==> src/rtl/master_port.sv <==
// ---------------------------------------------------------------------------
// master_port
//
// Initiator-side serial bus port. Takes one parallel request from a master
// device, requests the system bus from the arbiter, shifts the address and
// (for writes) the write data out LSB-first, and for reads collects the
// slave's serial response. The bus request is released while a slave holds a
// read in split.
//
// Optional feature (compile-time macro):
//   MASTER_TIMEOUT_EN - read-wait watchdog. When defined, a read that sees no
//                       svalid for TIMEOUT consecutive RDATA cycles completes
//                       with ddone=derr=1 and drdata left unchanged. When not
//                       defined, derr is tied low and reads wait forever.
//
// Parameters:
//   ADDR_WIDTH - address bits shifted per transaction
//   DATA_WIDTH - data bits per transaction (at least 3)
//   TIMEOUT    - read-wait watchdog limit in cycles (MASTER_TIMEOUT_EN only)
//
// Ports:
//   clk, rstn            - clock (rising edge), asynchronous active-low reset
//   dvalid/dmode         - device request valid, 0 read / 1 write
//   daddr/dwdata         - request address and write data
//   dready               - port idle; request accepted on dvalid & dready
//   ddone                - one-cycle completion pulse
//   drdata               - last read result, held until the next read completes
//   derr                 - read timed out (coincident with ddone)
//   mbreq/mbgrant        - bus request to / grant from the arbiter
//   mwdata/mvalid/mmode  - serial address/write data, its valid, latched mode
//   mrdata/svalid        - serial read data from the slave and its valid
//   sready/ssplit        - target slave ready, slave splitting the read
// ---------------------------------------------------------------------------
module master_port #(
    parameter int ADDR_WIDTH = 12,
    parameter int DATA_WIDTH = 8,
    parameter int TIMEOUT    = 256
) (
    input  logic                  clk,
    input  logic                  rstn,
    input  logic                  dvalid,
    input  logic                  dmode,
    input  logic [ADDR_WIDTH-1:0] daddr,
    input  logic [DATA_WIDTH-1:0] dwdata,
    output logic                  dready,
    output logic                  ddone,
    output logic [DATA_WIDTH-1:0] drdata,
    output logic                  derr,
    output logic                  mbreq,
    input  logic                  mbgrant,
    output logic                  mwdata,
    output logic                  mmode,
    output logic                  mvalid,
    input  logic                  mrdata,
    input  logic                  svalid,
    input  logic                  sready,
    input  logic                  ssplit
);

    localparam int MAX_WIDTH = (ADDR_WIDTH > DATA_WIDTH) ? ADDR_WIDTH : DATA_WIDTH;
    localparam int CNT_W     = $clog2(MAX_WIDTH + 1);

    localparam logic [CNT_W-1:0] ADDR_LAST = CNT_W'(ADDR_WIDTH - 1);
    localparam logic [CNT_W-1:0] DATA_LAST = CNT_W'(DATA_WIDTH - 1);

    typedef enum logic [2:0] {
        IDLE,
        REQ,
        ADDR,
        WDATA,
        RDATA,
        SPLIT,
        DONE
    } state_t;

    state_t state;
    state_t state_next;

    // Address and write data are loaded side by side so a single right shift
    // walks through the address first and then straight into the data.
    logic [ADDR_WIDTH+DATA_WIDTH-1:0] out_shift;

    // Holds the first DATA_WIDTH-1 received bits; the last bit goes straight
    // from mrdata into drdata on the completing edge.
    logic [DATA_WIDTH-2:0] in_shift;
    logic [DATA_WIDTH-1:0] drdata_q;
    logic [CNT_W-1:0]      bit_cnt;
    logic                  mode_q;

    // Control strobes produced by the FSM for the datapath
    logic accept;
    logic shift_out;
    logic capture;
    logic cnt_clr;
    logic cnt_inc;
    logic read_done;
    logic timed_out;
    logic tmo_expire;

    // State register; reset drops any in-flight transfer without a ddone.
    always_ff @(posedge clk or negedge rstn) begin
        if (!rstn) begin
            state <= IDLE;
        end else begin
            state <= state_next;
        end
    end

    // Next-state and Moore outputs. Outputs depend only on state so the
    // bus sees clean, registered-state-derived handshakes.
    always_comb begin
        state_next = state;
        dready     = 1'b0;
        mbreq      = 1'b0;
        mvalid     = 1'b0;
        ddone      = 1'b0;
        accept     = 1'b0;
        shift_out  = 1'b0;
        capture    = 1'b0;
        cnt_clr    = 1'b0;
        cnt_inc    = 1'b0;
        read_done  = 1'b0;
        timed_out  = 1'b0;

        case (state)
            IDLE: begin
                dready = 1'b1;
                if (dvalid) begin
                    accept     = 1'b1;
                    state_next = REQ;
                end
            end

            REQ: begin
                mbreq = 1'b1;
                if (mbgrant && sready) begin
                    cnt_clr    = 1'b1;
                    state_next = ADDR;
                end
            end

            ADDR: begin
                mbreq     = 1'b1;
                mvalid    = 1'b1;
                shift_out = 1'b1;
                if (bit_cnt == ADDR_LAST) begin
                    cnt_clr    = 1'b1;
                    state_next = mode_q ? WDATA : RDATA;
                end else begin
                    cnt_inc = 1'b1;
                end
            end

            WDATA: begin
                mbreq     = 1'b1;
                mvalid    = 1'b1;
                shift_out = 1'b1;
                if (bit_cnt == DATA_LAST) begin
                    state_next = DONE;
                end else begin
                    cnt_inc = 1'b1;
                end
            end

            // A split is only honoured before the first data bit arrives;
            // once the slave has started answering it must finish the word.
            RDATA: begin
                mbreq = 1'b1;
                if (svalid) begin
                    capture = 1'b1;
                    if (bit_cnt == DATA_LAST) begin
                        read_done  = 1'b1;
                        state_next = DONE;
                    end else begin
                        cnt_inc = 1'b1;
                    end
                end else if ((bit_cnt == '0) && ssplit) begin
                    state_next = SPLIT;
                end else if (tmo_expire) begin
                    timed_out  = 1'b1;
                    state_next = DONE;
                end
            end

            // Bus released; the slave's first data bit re-enters RDATA.
            SPLIT: begin
                if (svalid) begin
                    capture    = 1'b1;
                    cnt_inc    = 1'b1;
                    state_next = RDATA;
                end
            end

            DONE: begin
                ddone      = 1'b1;
                state_next = IDLE;
            end

            default: begin
                state_next = IDLE;
            end
        endcase
    end

    // Request latching, serial shifting and read assembly.
    always_ff @(posedge clk or negedge rstn) begin
        if (!rstn) begin
            out_shift <= '0;
            in_shift  <= '0;
            drdata_q  <= '0;
            bit_cnt   <= '0;
            mode_q    <= 1'b0;
        end else begin
            if (accept) begin
                out_shift <= {dwdata, daddr};
                mode_q    <= dmode;
            end else if (shift_out) begin
                out_shift <= {1'b0, out_shift[ADDR_WIDTH+DATA_WIDTH-1:1]};
            end

            if (cnt_clr) begin
                bit_cnt <= '0;
            end else if (cnt_inc) begin
                bit_cnt <= bit_cnt + 1'b1;
            end

            if (capture) begin
                in_shift <= {mrdata, in_shift[DATA_WIDTH-2:1]};
            end

            if (read_done) begin
                drdata_q <= {mrdata, in_shift};
            end
        end
    end

`ifdef MASTER_TIMEOUT_EN
    localparam int TMO_W = $clog2(TIMEOUT + 1);
    localparam logic [TMO_W-1:0] TMO_LAST = TMO_W'(TIMEOUT - 1);

    logic [TMO_W-1:0] tmo_cnt;
    logic             err_q;

    // Watchdog counts silent RDATA cycles. Split cycles freeze it (the slave
    // is legitimately busy) and any svalid restarts the count.
    always_ff @(posedge clk or negedge rstn) begin
        if (!rstn) begin
            tmo_cnt <= '0;
            err_q   <= 1'b0;
        end else begin
            if (state == RDATA) begin
                if (svalid) begin
                    tmo_cnt <= '0;
                end else begin
                    tmo_cnt <= tmo_cnt + 1'b1;
                end
            end else if (state != SPLIT) begin
                tmo_cnt <= '0;
            end
            err_q <= timed_out;
        end
    end

    // The count reaches TIMEOUT on the edge that moves us into DONE.
    assign tmo_expire = (tmo_cnt == TMO_LAST);
    assign derr       = ddone & err_q;
`else
    logic unused_timeout;

    assign tmo_expire     = 1'b0;
    assign derr           = 1'b0;
    assign unused_timeout = ^32'(TIMEOUT);
`endif

    // mmode only reflects the latched mode while a transaction is in flight.
    assign drdata = drdata_q;
    assign mwdata = mvalid & out_shift[0];
    assign mmode  = mode_q & (state != IDLE);

endmodule

==> config.mk <==
export PLATFORM = sky130hd
export DESIGN_NAME = master_port
export DESIGN_NICKNAME = d
export VERILOG_FILES = /design/src/rtl/master_port.sv
export SDC_FILE = /design/constraint.sdc
export NUM_CORES = 1
export LEC_CHECK = 0
export CAP_MARGIN = 0
export CORE_UTILIZATION = 43
export CTS_CLUSTER_SIZE = 28
export DETAILED_ROUTE_END_ITERATION = 16
export PLACE_DENSITY = 0.67
export SLEW_MARGIN = 20
export SYNTH_ARGS = -nofsm -noshare
export SYNTH_HDL_FRONTEND = slang
export SYNTH_SLANG_ARGS = --single-unit
==> constraint.sdc <==
create_clock -name clk -period 3.8 [get_ports clk]
set_clock_uncertainty 0.1 [all_clocks]
set_input_delay 0.76 -clock clk [delete_from_list [all_inputs] [get_ports clk]]
set_output_delay 0.76 -clock clk [all_outputs]
set_load 0.005 [all_outputs]
======== After elaboration in Yosys (flattened, before gate mapping) ========
Index checks and enable logic that the tools add are counted.
storage, ports and cells
  register bits ........................... 43
  latch bits .............................. 0
  bits in writable memories ............... 0
  memory bits (read-only) ................. 0
  input port bits ......................... 29
  logic and storage cells ................. 64
  memories ................................ 0
operators by class
  add/subtract/negate cells ............... 1
  multiply operators ...................... 0
  divide/modulo/power cells ............... 0
  $lt $le $gt $ge ......................... 0
  equal/unequal tests ..................... 13
  shift operators ......................... 0
  mux-type cells .......................... 31
  bitwise operators ....................... 2
  reductions and logical operators ........ 11
operators by type and width
  cell                 number
  $mux 20              2
  $mux 3               8
  $pmux 3 s6           1
  $mux 1               16
  $eq 3x3->1 const B   3
  $mux 4               2
  $ne 2x2->1 const B   4
  $eq 3x2->1 const B   2
  $reduce_and 5->1     1
  $add 4x1->4 const B  1
  $eq 4x3->1 const B   1
  $eq 4x4->1 const B   1
  $logic_not 4->1      1
  $pmux 1 s4           1
  $reduce_bool 2->1    2
  $reduce_or 2->1      2
  $reduce_or 4->1      1
  $eq 3x1->1 const B   1
  $logic_not 3->1      1
  $ne 3x3->1 const B   1
  $reduce_bool 3->1    1
  $and 1x1->1          2
  $logic_and 1x1->1    2
  $pmux 1 s2           1

======== Logic depth before layout (Yosys ltp) ========
Gate-level depths: netlist (run 1).
  depth in word-level cells ............... 6
  depth in mapped cells ................... 6

======== Least setup slack after synthesis (run 1) ========
OpenSTA, ideal clock, no wires.
  kind .................................... reg-to-reg
  from .................................... register bit_cnt[0]
  to ...................................... register bit_cnt[3]
  arrival time ............................ 1.568 ns
  path slack .............................. 2.007 ns
  cell stages (with the launch flop) ...... 7
  path buffers ............................ 1
  clock period less this slack ............ 1.793 ns
  cells stage by stage .................... dfrtp_1 > ha_1 > and3b_1 > buf_6 > o32ai_2 > o21a_1 > mux2_4
on the way
  longest elaborated chain between the ends .. 5
ends and longest elaborated chain
  item                                line      RTL
  start: declaration                  87        logic [CNT_W-1:0] bit_cnt;
  start signal: assignment            224       bit_cnt <= bit_cnt + 1'b1;
  $eq 4x3->1                          158, 171
  $mux 1                              158, 171
  $mux 1                              169       if (svalid) begin
  $pmux 1 s4                          125       case (state)
  $reduce_bool 2->1 (no source line)  --
Parallel ways exist; a longest one is shown, timed or not. The select of a mux whose other input is x is not followed.
A chain may end at the register's enable or synchronous reset.

======== Final worst setup path (run 1) ========
  from .................................... register state[2]
  to ...................................... output mwdata
on the way
  longest elaborated chain between the ends .. 4
ends and longest elaborated chain
  item                                  line  RTL
  start: declaration                    76    state_t state;
  start signal: assignment              105   state <= state_next;
  $eq 3x2->1                            125
  $reduce_or 2->1 (no source line) (*)  --
  $mux 1 (*)                            125
  $and 1x1->1 (*)                       277   assign mwdata = mvalid & out_shift[0];
  end: declaration                      51    output logic mwdata,
Mark *: on every way between the ends. The rest lies on a longest branch, timed or not.

==> results by group, run 1 <==
Run status
  • Outcome: finished clean

Global routing
  • Vias in the first global route: 1518
  • Total grt overflow: 0
  • First-pass GRT wire length: 6810 µm
  • Largest net degree at the start of global routing: 44
  • Initial antenna violation count: 0
  • Gr usage total: 16.97%

Routing
  • Drt via density: between 5 and 6
  • Iter 0 DRT Violations: 55
  • DRT Pass-1 Iters: 4
  • Vias: 1514
  • Remaining DRCs: 0
  • Remaining antenna violation count after routing: 0
  • Routed length per instance: approximately 13 µm
  • Drt total wl: around 4000 µm

Floorplan
  • FP Rows: 25
  • Die Y: 73.18 µm
  • Core area: around 4800 µm²
  • Die ar.: 5355 µm²
  • # IOs: between 40 and 50
  • Starting density of the core: about 46%
  • Die width: ~73 µm

Setup path
  • Crit. End Element: primary output
  • Worst path cell trace: nand2b_1 -> inv_1 -> and2_1 -> clkdlybuf4s50_1
  • CP max FO: 12
  • Delay-heaviest family, CP: buffers and inverters
  • Critical Path RT: 2.94 ns
  • CP Launch Type: flip-flop
  • CP Class: flip-flop to primary output
  • CP arrival: between 1.5 and 2 ns
  • Buffers & Inverters on Critical Path: 2
  • Slowest CP cell: dfrtp_1
  • CP peak stage delay: roughly 0.55 ns

STA
  • Slew @ Worst Pin: a little over 0.9 ns
  • Post-route clock period utilization: a little over 70%
  • Fin Setup TNS: 0 ns
  • Endpoints failing setup: 0
  • RSZ-0062 raised after global routing: no
  • Final Hold Vio Count: 0
  • Post-route minimum period: approximately 2.8 ns
  • Achievable frequency: roughly 360 MHz
  • Max-slew violations: 0
  • Rel. slew slack: between 30 and 40%
  • WHS: 0.4025 ns

Cells and area
  • Area growth, synth to finish: 24.76%
  • Final #Nets: around 270
  • Multi-input logic area: slightly below 1000 µm²
  • Register Area: about 1100 µm²
  • FILL cells: 435
  • Commonest non-fill, non-tap cell in the layout: dfrtp_1
  • Layout cells sized above 1: about 15%
  • Diode count: 0
  • Leading cell types in the layout, fill and taps excluded: 43 x dfrtp_1, 41 x clkdlybuf4s50_1, 25 x nand2_1
  • Fin cells: 302

Placed design
  • RePlAce Congestion: 0.7440
  • Cell Count Post-Placement: 294
  • Final HPWL DP: 2754 µm
  • Port Buffers: 42

Min path
  • Hold Path Class: flip-flop to flip-flop

Run
  • Max cap viols: 0

Pwr
  • Static leakage: roughly 1.2 nW
  • Total power: 0.002101 W
  • Pwr dens: between 700 and 800 nW/µm²
  • VDD IR max: roughly 0.00032 V

Synthesis
  • Area leader, netlist: dfrtp_1
  • Syn avg cell area: roughly 11 µm²
  • Most used DFF post-synth: dfrtp_1
  • Synth Instances: 196
  • Synthesized cell area: between 2000 and 2500 µm²
  • Unique masters post-synth: between 40 and 50
  • Total number of yosys warnings: 0
  • Synth top area share: around half
  • Async SR Flop Fraction: 100.0%
  • Sequential share of the synthesized area: between 40% and 50%
  • Synth top area cells: dfrtp_1 49%, mux2i_1 8.3%, mux2_2 8.3%
  • Post-synth EDFFs: 0
  • Syn Nets: roughly 230
  • #FFs+latches synth: 43

CTS
  • Post-CTS setup buffer count: 0
  • Root Driver: clkbuf_8
  • Num CTS Buffers: 5
  • Clock Latency Late Sink: 0.29 ns
  • CTS tree: done
  • Post-cts resize count: 0
  • Hold Buf Count CTS: 0
  • Longest Clk Path Bufs: 2
  • H-tree depth: 2
  • Clock Pin Slew Worst Setup and Hold Paths: approximately 0.080 ns
  • CTS sink cnt: 43
logic make-up after synthesis:
logic type	count (synthesis)	share of synthesized area (%)
compound gates	40	12.01
xor+xnor	1	0.4021
fa+ha+maj	2	1.149
buf+inv	19	5.284
flops	43	49.40
mux	36	17.75
other cells	1	0.1721
simple gates	54	13.84
cell usage after synthesis (2+ instances only):
cell and number:
dfrtp_1 43, nand2_1 25, mux2i_1 18, o21ai_0 18
mux2_2 16, buf_4 6, inv_1 6, nand2b_1 6
buf_2 5, a21oi_1 4, nand3_1 4, o21ai_1 4
and3b_1 3, nor2_1 3, a22o_1 2, and2_1 2
buf_6 2, ha_1 2, nand3b_1 2, o21a_1 2
flip-flops by register name, indices dropped and copies added (netlist names):
register   cells
bit_cnt        4
out_shift     20
drdata         8
in_shift       7
state          3
mode_q         1
worst register-to-register path: stages (launching register included):
cell and delay (ns):
dfrtp_1 0.55, nand2b_1 0.24, buf_4 0.27, o32ai_2 0.43, o21a_1 0.18, mux2_4 0.29
routing by layer:
metal  share of wire, %  GRT usage, %
met1                 46         20.59
met2                 47         28.19
met3                4.7         4.834
met4                2.0         7.190
met5                  0             0
path summary, 6_finish.rpt:
path	endpoint	startpoint	slack, ns	depth (start not counted)
max	mwdata	state[2]	1.04	4
min	drdata[0]	in_shift[0]	0.40	1
max in group asynchronous	out_shift[17]	rstn	2.52	1
min in group asynchronous	out_shift[6]	rstn	0.50	1
min reg2reg	drdata[0]	in_shift[0]	0.40	1
max reg2reg	bit_cnt[3]	state[2]	1.62	5
per-stage QoR:
step / setup slack [ns] / area [µm²] / util [%]
final: 1.037 / 2718 / 56.78
after global routing: 0.9709 / 2718 / 56.78
after CTS: 1.027 / 2718 / 56.78
after detailed placement: 1.291 / 2600 / 54.33
after global placement: 1.310 / 2600 / 54.33
after floorplan: 2.007 / 2178 / -
layout make-up:
cell class / count / area share [%]
Inverter: 6 / 0.8287
Clock buffer: 6 / 3.039
Sequential cell: 43 / 39.59
Clock inverter: 2 / 1.289
Tap cell: 67 / 3.085
Multi-Input combinational cell: 134 / 36.33
Timing Repair Buffer: 44 / 15.84
power by group:
part / internal, W / switching (W)
combinational: 0.000494 / 0.000417
clock: 0.000213 / 0.000155
sequential: 0.000652 / 0.000171
total: 0.00136 / 0.000743
Note: power is estimated with default switching activity, not from simulation.
==> run 2, diff against run 1 <==
PLACE_DENSITY = 0.69   (was 0.67)
clock period = 2.26 ns   (was 3.8 ns; I/O delays follow)
==> run 2 against run 1 <==
Clock power rose by 44%; setup slack got worse by 0.97 ns; clock-buffer cell count did not move; sequential power is 65% higher; first-iteration DRC count increased by 120%; design area rose by 2.6%; wire length grew 4.1%; non-clock buffer count rose by 5; critical path type unchanged; largest power group unchanged.
==> results by group, run 2 (same netlist as run 1, synthesis figures left out) <==
Cells and area
  • FILL cells: 424 (was 435)
  • Fin cells: 307 (was 302)
  • Max reg flops: 20 (unchanged)
  • Diode count: 0 (unchanged)
  • Leading cell types in the layout, fill and taps excluded: 41 x dfrtp_1, 40 x clkdlybuf4s50_1, 25 x nand2_1 (was 43 x dfrtp_1, 41 x clkdlybuf4s50_1, 25 x nand2_1)
  • Most flop-heavy register: out_shift (unchanged)
  • Layout cells sized above 1: 18.75% (was 14.89%)
  • Multi-input logic area: 1005 µm² (was 987.2 µm²)
  • Area growth, synth to finish: 28.03% (was 24.76%)
  • Register Area: 1079 µm² (was 1076 µm²)
  • Commonest non-fill, non-tap cell in the layout: dfrtp_1 (unchanged)
  • Final #Nets: 270 (was 265)

CTS
  • Clock Latency Late Sink: 0.31 ns (was 0.29 ns)
  • CTS tree: done (unchanged)
  • Num CTS Buffers: 5 (unchanged)
  • Post-CTS setup buffer count: 0 (unchanged)
  • Clock Pin Slew Worst Setup and Hold Paths: 0.09 ns (was 0.08 ns)
  • CTS sink cnt: 43 (unchanged)
  • H-tree depth: 2 (unchanged)
  • Hold Buf Count CTS: 0 (unchanged)
  • Root Driver: clkbuf_8 (unchanged)
  • Longest Clk Path Bufs: 2 (unchanged)

Pwr
  • Comb power frac: 47.1% (was 43.3%)
  • Switching power: 0.001301 W (was 0.0007428 W)
  • Pwr dens: 1279 nW/µm² (was 773.1 nW/µm²)
  • Total power: 0.003566 W (was 0.002101 W)
  • Sw Ratio: 36.48% (was 35.36%)
  • Clock power share: 14.8% (was 17.5%)
  • Flop pwr share: 38.1% (was 39.2%)
  • P_int: 0.002265 W (was 0.001358 W)
  • VDD IR max: 0.0005660 V (was 0.0003186 V)
  • Static leakage: 1.279 nW (was 1.236 nW)

Placed design
  • Worst slack, placed: 0.1165 ns (was 1.291 ns)
  • Cell Count Post-Placement: 299 (was 294)
  • RePlAce Congestion: 0.8658 (was 0.7440)
  • Final HPWL DP: 2940 µm (was 2754 µm)
  • Port Buffers: 42 (unchanged)

STA
  • Slew @ Worst Pin: 0.5064 ns (was 0.9322 ns)
  • RSZ-0062 raised after global routing: no (unchanged)
  • Post-route clock period utilization: about 97%
  • Post-route minimum period: 2.194 ns
  • Final Worst Setup Slack: 0.06638 ns (was 1.037 ns)
  • Achievable frequency: between 400 and 500 MHz
  • Final Hold Vio Count: 0 (unchanged)
  • Endpoints failing setup: 0 (unchanged)
  • Rel. slew slack: 66.24% (was 37.86%)
  • Max-slew violations: 0 (unchanged)

Global routing
  • Total grt overflow: 0 (unchanged)
  • GRT Max-Usage Layer: met2 (unchanged)
  • GR Util met1: 21.81% (was 20.59%)
  • Vias in the first global route: 1537 (was 1518)
  • Routing usage on met3: 6.215% (was 4.834%)
  • Initial antenna violation count: 0 (unchanged)
  • Gr usage total: 17.31% (was 16.97%)
  • Largest net degree at the start of global routing: 41 (was 44)
  • First-pass GRT wire length: 6955 µm (was 6810 µm)
  • M2 GR Usage: 28.19% (unchanged)

Routing
  • Iter 0 DRT Violations: 122 (was 55)
  • Remaining DRCs: 0 (unchanged)
  • Drt via density: 5.046 (was 5.013)
  • DRT Pass-1 Iters: 4 (unchanged)
  • Remaining antenna violation count after routing: 0 (unchanged)
  • Routed length per instance: 13.59 µm (was 13.27 µm)
  • Drt total wl: 4172 µm (was 4007 µm)
  • Vias: 1549 (was 1514)

Run status
  • Outcome: finished clean (unchanged)

Setup path
  • Worst path cell trace: nand2b_4 -> inv_2 -> and2_1 -> clkdlybuf4s50_1 (was nand2b_1 -> inv_1 -> and2_1 -> clkdlybuf4s50_1)
  • CP max FO: 5 (was 12)
  • Crit. End Element: primary output (unchanged)
  • CP arrival: 1.64 ns (was 1.90 ns)
  • Slowest CP cell: clkdlybuf4s50_1 (was dfrtp_1)
  • Buffers & Inverters on Critical Path: 2 (unchanged)
  • CP Class: flip-flop to primary output (unchanged)
  • Critical Path RT: 1.71 ns (was 2.94 ns)
  • CP peak stage delay: 0.50 ns (was 0.55 ns)
  • CP Launch Type: flip-flop (unchanged)
  • Delay-heaviest family, CP: buffers and inverters (unchanged)

Floorplan
  • Die Y: 73.18 µm (unchanged)
  • Die ar.: 5355 µm² (unchanged)
  • Starting density of the core: 45.52% (unchanged)
  • # IOs: 44 (unchanged)
  • Die width: 73.18 µm (unchanged)
  • FP Rows: 25 (unchanged)
  • Core area: 4786 µm² (unchanged)

Min path
  • Hold Path Class: input pin to asynchronous set/reset pin (was flip-flop to flip-flop)

Run
  • Max cap viols: 0 (unchanged)
[run 2: what timing repair did]
item / in CTS / in global routing
setup endpoints to repair: 2 / 4
resized for setup: 2 / 7
pin swaps: 0 / 0
[run 2: metrics by stage]
step	hold slack, ns	utilization (%)	TNS [ns]	instance area [µm²]
5_1_grt	0.03298	58.27	0	2789
3_3_place_gp	0.3537	55.63	0	2663
2_1_floorplan	0.05641	-	0	2178
6_report	0.002473	58.27	0	2789
3_5_place_dp	0.3541	55.63	0	2663
4_1_cts	0.01861	57.67	-0.003159	2760
[run 2: power groups by stage]
stage	clock network, W	logic, W	registers, W
after global routing	0.000570	0.00186	0.00141
after detailed placement	0	0.00166	0.00135
after CTS	0.000541	0.00167	0.00133
final	0.000528	0.00168	0.00136
after global placement	0	0.00163	0.00134
after floorplan	0	0.00126	0.00127
[run 2: metal layers]
layer	share of wire, %	vias to the layer above
met5	0	-
met3	5.8	6
li1	-	766
met4	1.6	0
met2	46	45
met1	47	732
[run 2: final cells by class]
class | instances | share of cell area [%]
clock inverters | 2 | 0.4935
inverters | 6 | 0.8075
flip-flops and latches | 43 | 38.67
multi-input cells | 134 | 36.03
repair buffers | 49 | 18.04
well taps | 67 | 3.006
clock buffers | 6 | 2.961
[run 2: final timing paths]
path	start	endpoint	slack, ns	cells after the start
worst min-delay path	rstn	in_shift[6]	0.002	1
worst max-delay path	state[2]	mwdata	0.07	4
worst min register to register	in_shift[0]	drdata[0]	0.39	1
worst max register to register	bit_cnt[0]	bit_cnt[3]	0.32	5
max in group asynchronous	rstn	state[0]	1.54	2
min in group clk	in_shift[0]	drdata[0]	0.39	1
==> run 3, diff against run 2 <==
ABC_AREA = 1   (was not set)
CORE_UTILIZATION = 46   (was 43)
PLACE_DENSITY = 0.73   (was 0.69)
==> run 3 against run 2 <==
The flow now finishes with violations (design-rule violations); synthesized area up 2.8%; combinational power decreased by 14%; sequential cell count is the same; clock power shrank 12%; non-clock buffer count down 1; utilization up 0.95 points; die area shrank 3.8%; first-iteration DRC count decreased by 12%; sequential power shrank 7%; setup slack got worse by 0.0074 ns; hold slack gained 0.38 ns; via count is 19% higher; highest routed layer unchanged.
==> results by group, run 3 <==
Run status
  • Outcome: finished with violations (was finished clean)
  • Failing checks: design-rule violations

Synthesis
  • Post-synthesis adder-cell area fraction: 1.117% (was 1.149%)
  • Most used DFF post-synth: dfrtp_1 (unchanged)
  • Sequential share of the synthesized area: 48.04% (was 49.40%)
  • Commonest cells post-synth: 67 x nand2_1, 43 x dfrtp_1, 36 x o21ai_0 (was 43 x dfrtp_1, 25 x nand2_1, 18 x mux2i_1, 18 x o21ai_0, 16 x mux2_2)
  • Synth top area cells: dfrtp_1 48%, nand2_1 11%, o21ai_0 8.0% (was dfrtp_1 49%, mux2i_1 8.3%, mux2_2 8.3%)
  • Synth Instances: 271 (was 196)
  • Async SR Flop Fraction: 100.0% (unchanged)
  • Synth Area in XOR/XNOR: 0.7821% (was 0.4021%)
  • Unique masters post-synth: 26 (was 43)
  • Main combinational cell family by area after synthesis: simple AND/OR/NAND/NOR gates (was multiplexers)
  • Total number of yosys warnings: 0 (unchanged)
  • Compound-Gate Fraction of Synth Area: 14.13% (was 12.00%)
  • Post-synth EDFFs: 0 (unchanged)
  • Syn Nets: 302 (was 227)
  • Most numerous cell in the Yosys netlist: nand2_1 (was dfrtp_1)
  • Syn avg cell area: 8.264 µm² (was 11.11 µm²)
  • Proportion of synthesized area in mux cells: 0% (was 17.75%)
  • Synth top area share: 48.04% (was 49.40%)
  • Area leader, netlist: dfrtp_1 (unchanged)
  • #FFs+latches synth: 43 (unchanged)
  • Post-Synth Simple-Gate Area: 25.31% (was 13.84%)
  • Synthesized cell area: 2240 µm² (was 2178 µm²)

Pwr
  • Comb power frac: 45.4% (was 47.1%)
  • P_int: 0.001870 W (was 0.002265 W)
  • Total power: 0.003183 W (was 0.003566 W)
  • Pwr dens: 1146 nW/µm² (was 1279 nW/µm²)
  • VDD IR max: 0.0004951 V (was 0.0005660 V)
  • Clock power share: 14.7% (was 14.8%)
  • Flop pwr share: 39.9% (was 38.1%)
  • Switching power: 0.001313 W (was 0.001301 W)
  • Static leakage: 1.296 nW (was 1.279 nW)
  • Sw Ratio: 41.24% (was 36.48%)

CTS
  • Clock Pin Slew Worst Setup and Hold Paths: 0.08 ns (was 0.09 ns)
  • Longest Clk Path Bufs: 2 (unchanged)
  • CTS sink cnt: 43 (unchanged)
  • Clock Latency Late Sink: 0.29 ns (was 0.31 ns)
  • H-tree depth: 2 (unchanged)
  • Root Driver: clkbuf_8 (unchanged)
  • CTS tree: done (unchanged)
  • Num CTS Buffers: 5 (unchanged)

Cells and area
  • Fin cells: 371 (was 307)
  • Final #Nets: 347 (was 270)
  • Most flop-heavy register: out_shift (unchanged)
  • FILL cells: 431 (was 424)
  • Area growth, synth to finish: 24.08% (was 28.03%)
  • Commonest non-fill, non-tap cell in the layout: nand2_1 (was dfrtp_1)
  • Leading cell types in the layout, fill and taps excluded: 67 x nand2_1, 40 x dfrtp_1, 40 x clkdlybuf4s50_1 (was 41 x dfrtp_1, 40 x clkdlybuf4s50_1, 25 x nand2_1)
  • Layout cells sized above 1: 12.93% (was 18.75%)
  • Max reg flops: 20 (unchanged)
  • Diode count: 0 (unchanged)

Global routing
  • Initial antenna violation count: 0 (unchanged)
  • Total grt overflow: 0 (unchanged)
  • First-pass GRT wire length: 7348 µm (was 6955 µm)
  • Largest net degree at the start of global routing: 25 (was 41)
  • Vias in the first global route: 1679 (was 1537)
  • Gr usage total: 18.55% (was 17.31%)

Setup path
  • CP Launch Type: flip-flop (unchanged)
  • CP arrival: 1.65 ns (was 1.64 ns)
  • CP Class: flip-flop to primary output (unchanged)
  • CP max FO: 9 (was 5)
  • Crit. End Element: primary output (unchanged)
  • Critical Path RT: 1.71 ns (about the same)

Floorplan
  • Starting density of the core: 47.73% (was 45.52%)
  • Die Y: 71.78 µm (was 73.18 µm)
  • Die width: 71.78 µm (was 73.18 µm)
  • Die ar.: 5152 µm² (was 5355 µm²)
  • Core area: 4692 µm² (was 4786 µm²)
  • # IOs: 44 (unchanged)
  • FP Rows: 25 (unchanged)

Min path
  • Hold Path Class: flip-flop to flip-flop (was input pin to asynchronous set/reset pin)

Placed design
  • Cell Count Post-Placement: 361 (was 299)
  • Port Buffers: 42 (unchanged)
  • Final HPWL DP: 3152 µm (was 2940 µm)
  • RePlAce Congestion: 0.8569 (was 0.8658)

Routing
  • Drt via density: 4.989 (was 5.046)
  • Routed length per instance: 11.78 µm (was 13.59 µm)
  • Vias: 1851 (was 1549)
  • Drt total wl: 4369 µm (was 4172 µm)
  • Iter 0 DRT Violations: 107 (was 122)
  • Remaining antenna violation count after routing: 0 (unchanged)
  • Remaining DRCs: 1 (was 0)
  • DRT Pass-1 Iters: 10 (was 4)

STA
  • Achievable frequency: 454.3 MHz (was 455.9 MHz)
  • Post-route clock period utilization: 97.39% (was 97.06%)
  • Final Hold Vio Count: 0 (unchanged)
  • Endpoints failing setup: 0 (unchanged)
  • Max-slew violations: 0 (unchanged)
  • Post-route minimum period: 2.201 ns (was 2.194 ns)

Run
  • Max cap viols: 0 (unchanged)
==> run 3: cell count changes after synthesis, moves of 6 or more <==
cell      previous run  this run
nand3_1              4        19
inv_1                6        32
o21ai_2              0         8
nor2_1               3        19
mux2_2              16         0
o21ai_0             18        36
mux2i_1             18         0
nand2b_1             6         0
nand2_1             25        67
==> run 3: critical path: stages, from the launching register on <==
cell and delay [ns]:
dfrtp_2 0.48, inv_2 0.14, nand2_2 0.08, nor2_4 0.14, clkdlybuf4s50_1 0.52
==> run 3: what timing repair did <==
item | in CTS | in global routing
hold endpoints to repair | 15 | 0
endpoints found under the setup margin | 3 | 5
gates resized for setup | 2 | 6
setup buffers | 0 | 1
hold buffers | 1 | 0
==> run 3: final timing paths <==
| kind | endpoint | cells past startpoint | slack (ns) | start |
|---|---|---|---|---|
| min | drdata[6] | 2 | 0.38 | drdata[6] |
| max reg2reg | drdata[4] | 6 | 0.42 | bit_cnt[0] |
| min in group asynchronous | in_shift[6] | 2 | 0.50 | rstn |
| max | dready | 4 | 0.06 | state[0] |
| max in group asynchronous | state[1] | 3 | 1.01 | rstn |
| min reg2reg | drdata[6] | 2 | 0.38 | drdata[6] |
==> run 3: through the flow <==
step / setup TNS (ns) / area [µm²] / setup slack, ns / util [%] / hold slack, ns
final: 0 / 2779 / 0.05894 / 59.23 / 0.3828
after global routing: -0.001269 / 2779 / -0.001269 / 59.23 / 0.4098
after CTS: 0 / 2754 / 0.009399 / 58.69 / 0.3885
after detailed placement: 0 / 2660 / 0.2895 / 56.69 / 0.2940
after global placement: 0 / 2660 / 0.3148 / 56.69 / 0.2794
after floorplan: 0 / 2240 / 0.6822 / - / 0.05641
==> run 3: cell families after synthesis <==
group,Yosys count
simple gates,121
compound gates,55
buf+inv,47
flops,43
xor+xnor,2
fa+ha+maj,2
other cells,1
==> run 3: layout make-up <==
type / instances / area [µm²] / share of cell area, %
Sequential cell: 43 / 1080 / 38.86
Multi-Input combinational cell: 181 / 938.4 / 33.77
Timing Repair Buffer: 48 / 465.4 / 16.75
Inverter: 37 / 146.4 / 5.268
Clock buffer: 7 / 76.32 / 2.747
Tap cell: 54 / 67.56 / 2.431
Clock inverter: 1 / 5.005 / 0.1801
==> run 3: metal layers <==
layer  global-route usage (%)  wire, µm  share of wire, %
met1                    24.93      2065                47
met2                    28.83      2031                46
met3                    4.360       207               4.7
met4                    8.061        63               1.4
met5                        0         0                 0
==> run 3: power groups by stage <==
| stage | clock [W] | combinational [W] | sequential, W |
|---|---|---|---|
| 3_5_place_dp | 0 | 0.00142 | 0.00127 |
| 4_1_cts | 0.000479 | 0.00143 | 0.00126 |
| 5_1_grt | 0.000520 | 0.00167 | 0.00131 |
| 2_1_floorplan | 0 | 0.00113 | 0.00121 |
| 3_3_place_gp | 0 | 0.00138 | 0.00126 |
| 6_report | 0.000467 | 0.00145 | 0.00127 |
